===== src/rtl/adder_display_pkg.sv =====
// Shared types, widths and the BCD-to-segment lookup for the adder display path.
package adder_display_pkg;

    localparam int BCD_W = 4;
    localparam int BIN_W = 9;
    // Double-dabble shift register: {hundreds, tens, ones, binary}
    localparam int SH_W  = 3 * BCD_W + BIN_W;

    localparam logic [6:0] SEG_BLANK = 7'b0000000;

    typedef enum logic [1:0] {
        IDLE = 2'd0,
        ADD  = 2'd1,
        CONV = 2'd2,
        DONE = 2'd3
    } state_t;

    // Active-high segments, bit 6 = a .. bit 0 = g
    function automatic logic [6:0] seg7(input logic [BCD_W-1:0] d);
        case (d)
            4'd0:    seg7 = 7'b1111110;
            4'd1:    seg7 = 7'b0110000;
            4'd2:    seg7 = 7'b1101101;
            4'd3:    seg7 = 7'b1111001;
            4'd4:    seg7 = 7'b0110011;
            4'd5:    seg7 = 7'b1011011;
            4'd6:    seg7 = 7'b1011111;
            4'd7:    seg7 = 7'b1110000;
            4'd8:    seg7 = 7'b1111111;
            4'd9:    seg7 = 7'b1111011;
            default: seg7 = SEG_BLANK;
        endcase
    endfunction

endpackage


===== src/rtl/adder_display_ctrl_bcd_dd_step.sv =====
// One double-dabble iteration: add 3 to every BCD nibble >= 5, then shift left by one.
module bcd_dd_step
    import adder_display_pkg::*;
(
    input  logic [SH_W-1:0] din,
    output logic [SH_W-1:0] dout
);

    logic [SH_W-1:0] adj;

    // Correct each BCD nibble, then shift the whole register one place
    always_comb begin
        adj = din;
        for (int i = 0; i < 3; i++) begin
            if (adj[BIN_W + i*BCD_W +: BCD_W] >= 4'd5) begin
                adj[BIN_W + i*BCD_W +: BCD_W] = adj[BIN_W + i*BCD_W +: BCD_W] + 4'd3;
            end
        end
        dout = {adj[SH_W-2:0], 1'b0};
    end

endmodule


===== src/rtl/adder_display_ctrl.sv =====
// Sequencer for the external 8-bit adder and the 3-digit multiplexed 7-segment display.
// Optional feature: define LEADING_ZERO_BLANK_EN to blank leading zero digits.
//
// Handshake: an operand pair transfers on a clock edge where IN_VALID and IN_READY
// are both high; IN_READY is high only in IDLE and IN_VALID is ignored elsewhere.
module adder_display_ctrl
    import adder_display_pkg::*;
#(
    parameter int REFRESH_DIV = 1000
)
(
    input  logic             CLK,
    input  logic             RST,
    input  logic             IN_VALID,
    output logic             IN_READY,
    input  logic [7:0]       IN_A,
    input  logic [7:0]       IN_B,
    input  logic             IN_CIN,
    output logic [7:0]       ADD_A,
    output logic [7:0]       ADD_B,
    output logic             ADD_CIN,
    input  logic [7:0]       ADD_SUM,
    input  logic             ADD_COUT,
    output logic             BUSY,
    output logic             RES_VALID,
    output logic [BIN_W-1:0] RES_BIN,
    output logic [BCD_W-1:0] RES_HUND,
    output logic [BCD_W-1:0] RES_TEN,
    output logic [BCD_W-1:0] RES_ONE,
    output logic [2:0]       DIG_SEL,
    output logic [6:0]       SEG,
    output state_t           dbg_state
);

    localparam int CNT_W = $clog2(REFRESH_DIV);
    localparam logic [CNT_W-1:0] CNT_MAX = CNT_W'(REFRESH_DIV - 1);

    state_t           state;
    state_t           next_state;
    logic [3:0]       iter;
    logic [SH_W-1:0]  sh;
    logic [SH_W-1:0]  step_out;
    logic [BIN_W-1:0] sum_q;
    logic [CNT_W-1:0] scan_cnt;
    logic [BCD_W-1:0] digit;
    logic             blank;

    bcd_dd_step u_step (
        .din  (sh),
        .dout (step_out)
    );

    // State register
    always_ff @(posedge CLK) begin
        if (RST) state <= IDLE;
        else     state <= next_state;
    end

    // Next-state logic
    always_comb begin
        next_state = state;
        case (state)
            IDLE: if (IN_VALID) next_state = ADD;
            ADD:  next_state = CONV;
            CONV: if (iter == 4'd8) next_state = DONE;
            DONE: next_state = IDLE;
            default: next_state = IDLE;
        endcase
    end

    assign IN_READY  = (state == IDLE);
    assign BUSY      = (state != IDLE);
    assign RES_VALID = (state == DONE);
    assign dbg_state = state;

    // Operand latch, sum capture, double-dabble iteration and result load
    always_ff @(posedge CLK) begin
        if (RST) begin
            ADD_A    <= '0;
            ADD_B    <= '0;
            ADD_CIN  <= 1'b0;
            sum_q    <= '0;
            sh       <= '0;
            iter     <= '0;
            RES_BIN  <= '0;
            RES_HUND <= '0;
            RES_TEN  <= '0;
            RES_ONE  <= '0;
        end else begin
            case (state)
                IDLE: begin
                    if (IN_VALID) begin
                        ADD_A   <= IN_A;
                        ADD_B   <= IN_B;
                        ADD_CIN <= IN_CIN;
                    end
                end
                ADD: begin
                    sum_q <= {ADD_COUT, ADD_SUM};
                    sh    <= {{(3*BCD_W){1'b0}}, ADD_COUT, ADD_SUM};
                    iter  <= '0;
                end
                CONV: begin
                    sh   <= step_out;
                    iter <= iter + 4'd1;
                    // Results become visible in DONE, the same cycle RES_VALID is high
                    if (iter == 4'd8) begin
                        RES_BIN  <= sum_q;
                        RES_HUND <= step_out[BIN_W + 2*BCD_W +: BCD_W];
                        RES_TEN  <= step_out[BIN_W + BCD_W +: BCD_W];
                        RES_ONE  <= step_out[BIN_W +: BCD_W];
                    end
                end
                default: ;
            endcase
        end
    end

    // Free-running scan counter; digit enable rotates on each wrap
    always_ff @(posedge CLK) begin
        if (RST) begin
            scan_cnt <= '0;
            DIG_SEL  <= 3'b001;
        end else if (scan_cnt == CNT_MAX) begin
            scan_cnt <= '0;
            DIG_SEL  <= {DIG_SEL[1:0], DIG_SEL[2]};
        end else begin
            scan_cnt <= scan_cnt + 1'b1;
        end
    end

    // Segment decode of the selected digit (combinational so new results show at once)
    always_comb begin
        case (DIG_SEL)
            3'b100:  digit = RES_HUND;
            3'b010:  digit = RES_TEN;
            default: digit = RES_ONE;
        endcase
`ifdef LEADING_ZERO_BLANK_EN
        blank = ((DIG_SEL == 3'b100) && (RES_HUND == '0)) ||
                ((DIG_SEL == 3'b010) && (RES_HUND == '0) && (RES_TEN == '0));
`else
        blank = 1'b0;
`endif
        SEG = blank ? SEG_BLANK : seg7(digit);
    end

endmodule

===== config.mk =====
export PLATFORM = sky130hd
export DESIGN_NAME = adder_display_ctrl
export DESIGN_NICKNAME = d
export VERILOG_FILES = /design/src/rtl/adder_display_pkg.sv /design/src/rtl/adder_display_ctrl_bcd_dd_step.sv /design/src/rtl/adder_display_ctrl.sv
export SDC_FILE = /design/constraint.sdc
export NUM_CORES = 1
export LEC_CHECK = 0
export ABC_AREA = 0
export BUFFER_PORTS_ARGS = -buffer_cell sky130_fd_sc_hd__buf_2
export CORE_ASPECT_RATIO = 1.5
export CORE_UTILIZATION = 24
export DETAILED_ROUTE_END_ITERATION = 8
export HOLD_SLACK_MARGIN = 0.03
export PLACE_DENSITY = 0.5
export SLEW_MARGIN = 5
export SYNTH_ARGS = -nofsm -noshare
export SYNTH_HDL_FRONTEND = slang
export SYNTH_SLANG_ARGS = --single-unit

===== constraint.sdc =====
create_clock -name CLK -period 2.3 [get_ports CLK]
set_input_delay 0.115 -clock CLK [delete_from_list [all_inputs] [get_ports CLK]]
set_output_delay 0.115 -clock CLK [all_outputs]
set_load 0.05 [all_outputs]

### After elaboration in Yosys (flattened, before gate mapping)

Memories as Yosys holds them, arrays and structs flattened.
Cells that the tools add are included.

| storage, ports and cells | value |
|---|---|
| register bits after elaboration | 87 |
| memory bits (read-only) | 112 |
| output and inout bits | 53 |
| logic and storage cells | 47 |
| memories kept | 1 |

Memory list:

| name | depth | bits a word | read ports | clocked after memory_dff | write ports | RTL line | RTL |
|---|---|---|---|---|---|---|---|
| (no name shown) | 16 | 7 | 1 | 0 | 0 | adder_display_pkg.sv:20 | `case (d)` |

| operators by class | value |
|---|---|
| add/subtract/negate cells | 5 |
| $lt $le $gt $ge | 3 |
| equality and inequality tests | 9 |
| muxes and demuxes | 9 |
| reduce and logical (&&, ||, !) cells | 7 |

Operator list:

| operator | number |
|---|---|
| $pmux 21 s2 | 1 |
| $pmux 4 s2 | 2 |
| $ge 4x3->1 const B | 3 |
| $add 10x1->10 const B | 1 |
| $eq 10x10->1 const B | 1 |
| $add 4x2->4 const B | 2 |
| $mux 4 | 2 |
| $pmux 2 s4 | 1 |
| $reduce_and 2->1 | 3 |
| $add 4x1->4 const B | 1 |
| $eq 2x2->1 const B | 2 |
| $eq 4x4->1 const B | 1 |
| $mux 2 | 2 |
| $ne 2x2->1 const B | 2 |
| $reduce_bool 2->1 | 2 |
| $add 3x2->3 const B | 1 |
| $eq 3x2->1 const B | 1 |
| $eq 3x3->1 const B | 1 |
| $mux 3 | 1 |
| $eq 2x1->1 const B | 1 |
| $logic_not 2->1 | 1 |
| $reduce_or 2->1 | 1 |

### Longest topological paths before layout

| depth | value |
|---|---|
| depth in word-level cells | 3 |
| mapped depth | 9 |
| depth with buffers taken out | 8 |

### Cells and area by module

A second synthesis with hierarchy kept.

| unflattened totals | value |
|---|---|
| cell total of the unflattened synthesis | 482 |
| area, all modules | 4,045.1 µm² |

Modules (own cells, without submodules):

| module | instances | cells each | area an instance (µm²) | sequential area each (µm²) |
|---|---|---|---|---|
| adder_display_ctrl | 1 | 427 | 3,682.3 | 1,741.7 |
| bcd_dd_step | 1 | 55 | 362.8 | 0.0 |

### Least setup slack after synthesis

No wires, ideal clock.

| timing path | value |
|---|---|
| path kind | flip-flop to output port |
| from | register DIG_SEL[2] |
| to | output port SEG[3] |
| arrival | 2.924 ns |
| setup slack | -0.739 ns |
| cell stages (with the launch flop) | 9 |
| cell sequence | dfxtp_1 > buf_6 > nand3b_4 > o221ai_1 > inv_1 > ha_1 > inv_1 > mux2i_1 > o21ai_0 |

| between the ends | value |
|---|---|
| word-level cells in the longest chain between the ends | 3 |
| elaborated cells on any way between the ends | 4 |
| classes of those cells | 2 x eq/ne; 1 x mux; 1 x memory |

RTL lines:

| item | RTL line | RTL |
|---|---|---|
| start: declaration | adder_display_ctrl.sv:30 | `output logic [2:0] DIG_SEL,` |
| start signal: assignment | adder_display_ctrl.sv:126 | `DIG_SEL <= {DIG_SEL[1:0], DIG_SEL[2]};` |
| $eq 3x2->1 or $eq 3x3->1 (tied branches) | adder_display_ctrl.sv:134 | `case (DIG_SEL)` |
| $pmux 4 s2 (*) | adder_display_ctrl.sv:134 |  |
| $mem_v2 16x7 (*) | n/a |  |
| end: declaration | adder_display_ctrl.sv:31 | `output logic [6:0] SEG,` |

Mark *: on every way between the ends. The rest lies on a longest branch, timed or not.

### Worst setup path in the final report

| timing path | value |
|---|---|
| from | register DIG_SEL[2] |
| to | output port SEG[4] |

The elaborated chain is that of the path after synthesis.

==> results.tsv <==
stage	metric	value	unit
status	status	finished, final reports clean	
place	place.gp.congestion	0.7764	
place	dpl_cell_area	0.004638	mm^2
cts	clk_latency	0.33	ns
sta	setup_ws	0.1221	ns
floorplanning	design.die.area	0.01734	mm^2
sta	final-hold-violation-count	0	
finish	post-route-util	0.3185	
detailed_routing	drt-total-wl	9830	um
floorplanning	start_util	0.2470	
floorplanning	num_rows	57	
worst_setup_path	crit_family	compound AO/OA/AOI/OAI gates	
pwr	clkPwrFrac	0.332	
detailed_routing	vias	3534	
logic_synthesis	synth_top_area_share	0.4318	
global_routing	grt_pass1_wl	16620	um
logic_synthesis	synth_flop_cell	dfxtp_1	
global_routing	grt_pass1_vias	3443	
cts	clk_pin_slew	0.06	ns
sta	maxSlewHeadroom	0.6023	
sta	finClkSkew	0.008222	ns
place	dp_hpwl	7048	um
cts	cts_buffer_depth	2	
sta	clock.fmax	459.2	MHz
sta	worstMarginPinSlew	0.5966	ns
floorplanning	boundaryPins	82	
logic_synthesis	synth-seq-cells	87	
logic_synthesis	async_reset_ff_frac	0	
sta	finalCriticalPeriod	2.178	ns
logic_synthesis	syn-cell-area	0.004034	mm^2
logic_synthesis	yosys-top-cells-count	dfxtp_1, nand2_1, nor2_1, a21oi_1, mux2i_1	
sta	rsz0062_at_grt	no	
pwr	seqPwrFrac	0.370	
cts	cts_buffers	9	
detailed_routing	drt-initial-drc-count	107	
sta	post-route-period-util	0.9469	
pwr	p_int	3.161	mW
finish	area_delta_synth_final	28.94	%
logic_synthesis	synthTopCellsByArea	dfxtp_1, nand2_1, mux2i_1, a21oi_1, ha_1	
worst_setup_path	path_class	reg2out	
cts	htree_levels	3	
logic_synthesis	synth_cells	480	
finish	nNetsFinal	617	
finish	fillers	1688	
detailed_routing	drc	0	
sta	setup_viol	0	
pwr	ir_drop	343.6	uV
cts	root_buffer	clkbuf_16	
worst_setup_path	path_max_fanout	15	
sta	tns	0	ns
worst_setup_path	startpoint_type	flop	
cts	clock-sinks	87	
logic_synthesis	synth_edf_count	0	
cts	cts_setup_buffers	0	
pwr	fin_total_pwr	4.817	mW
worst_setup_path	crit_chain	nor2b_1 -> o21ai_0 -> o221ai_2 -> buf_4 -> ha_1 -> inv_1 -> o21ai_1 -> o31ai_2 -> clkbuf_4	
global_routing	grt_max_degree	62	
logic_synthesis	synth_most_common_cell	dfxtp_1	
logic_synthesis	yosysTopAreaCell	dfxtp_1	
worst_setup_path	slowest_delay	0.40	ns
worst_setup_path	worstPathArrival	2.06	ns
pwr	pwr-share-comb	0.298	
finish	n_antenna_cell	0	
pwr	p_leak	2.191	nW
hold_path	hold_path_class	in2reg	
detailed_routing	wl_per_cell	12.62	um
finish	final_cell_area	0.005201	mm^2
finish	fin_cells	779	
detailed_routing	vias_per_cell	4.537	
sta	holdWs	0.04084	ns
pwr	switchingPower	1.656	mW
sta	drv_slew	0	
worst_setup_path	crit_slowest_cell	dfxtp_4	
place	port-buffer-count	81	
detailed_routing	first_pass_iters	4	
logic_synthesis	syn_nets	528	
worst_setup_path	cp.required	2.18	ns
cts	cts_tree	yes	
global_routing	grt-ovfl-total	0	
detailed_routing	ant_nets	0	
place	dpl.cell_count	744	
logic_synthesis	ys_warn_count	0	
place	dpl_worst_slack	0.2228	ns
finish	layout-drive-gt1-share	0.2216	
worst_setup_path	crit_buf_inv	3	
floorplanning	die_w	107.9	um
logic_synthesis	synth_cell_types	45	
global_routing	grt_usage	0.1211	
pwr	switching_share	0.3438	
floorplanning	die_h	160.8	um
logic_synthesis	avgSynthCellArea	8.404	um^2
floorplanning	coreArea	0.01633	mm^2
logic_synthesis	ys_seq_area_frac	0.4318	
pwr	powerDensity	926.2	mW/mm^2
global_routing	antenna_found_initial	0	
worst_setup_path	endpoint_kind	output port	
run	drv_cap	0	
==> worst reg2reg max path: stages, from the launching register on <==
cell and delay [ns]:
dfxtp_1 0.43, inv_1 0.10, ha_1 0.34, buf_4 0.36, nand2_1 0.16, mux2_2 0.29
nor2_1 0.08
==> power by group through the flow <==
stage / clock network (mW) / logic (mW) / registers, mW
after global routing: 1.71 / 1.59 / 1.81
after CTS: 1.66 / 1.46 / 1.79
after floorplan: 0 / 0.884 / 2.04
final: 1.60 / 1.44 / 1.78
after global placement: 0 / 1.40 / 1.81
after detailed placement: 0 / 1.43 / 1.82
==> flip-flops by register name, summed over array words and instances (netlist names) <==
signal     flops
iter           4
RES_BIN        9
ADD_A          8
RES_HUND       4
ADD_B          8
dbg_state      2
ADD_CIN        1
RES_TEN        4
scan_cnt      10
sum_q          9
sh            21
DIG_SEL        3
RES_ONE        4
==> metal layers <==
metal  vias to the layer above  GRT usage  wire, um
li1                       1804          -         -
met2                        67     0.2112      5195
met3                        12    0.02029       283
met5                         -          0         0
met1                      1651     0.1400      4142
met4                         0    0.06102       208
==> path summary, 6_finish.rpt <==
check / startpoint / end / slack [ns] / cells after the start
hold / removal: ADD_SUM[0] / sum_q[0] / 0.04 / 3
hold reg to reg: ADD_A[1] / ADD_A[1] / 0.45 / 2
setup / recovery: DIG_SEL[2] / SEG[4] / 0.12 / 9
setup reg to reg: dbg_state[0] / iter[0] / 0.48 / 6
==> cells by family (layout without fill, tap and decap cells) <==
| family | after synthesis | in the layout | share of synthesized area |
|---|---|---|---|
| adder cells (fa/ha/maj) | 19 | 19 | 0.05893 |
| multiplexers | 27 | 27 | 0.06731 |
| flip-flops | 87 | 87 | 0.4318 |
| AO/OA/AOI/OAI | 97 | 97 | 0.1542 |
| AND/OR/NAND/NOR | 193 | 193 | 0.2137 |
| XOR/XNOR | 9 | 9 | 0.01954 |
| buffers and inverters | 48 | 141 | 0.05459 |
==> final cells by class <==
type                       instances  area (um^2)  area share
clock buffer                      11        252.7     0.04859
clock inverter                     4        77.57     0.01491
inverter                          19        71.32     0.01371
multi-input combinational        345         2123      0.4082
sequential                        87         1748      0.3361
tap                              206        257.7     0.04955
timing repair buffer             107        670.6      0.1289
==> cell usage in the layout, fill, tap and decap left out, types with 7 or more instances in the layout <==
master | netlist | final
buf_4 | 0 | 7
nand2b_1 | 8 | 8
clkbuf_16 | 0 | 9
nand2_1 | 84 | 84
a211oi_1 | 10 | 10
dlygate4sd3_1 | 0 | 20
dfxtp_1 | 87 | 84
nand3_1 | 9 | 9
nor2_1 | 61 | 60
a21oi_1 | 48 | 48
a2bb2oi_1 | 8 | 8
ha_1 | 19 | 19
nor3_1 | 10 | 10
mux2i_1 | 26 | 26
inv_1 | 17 | 16
buf_2 | 8 | 78
o21ai_0 | 9 | 8
==> what timing repair did <==
item / in CTS / in global routing
pin swaps: 0 / 1
hold endpoints to repair: 20 / 0
setup endpoints to repair: 5 / 7
resized for setup: 5 / 5
hold buffers: 20 / 0
(Power assumes the default switching activity.)
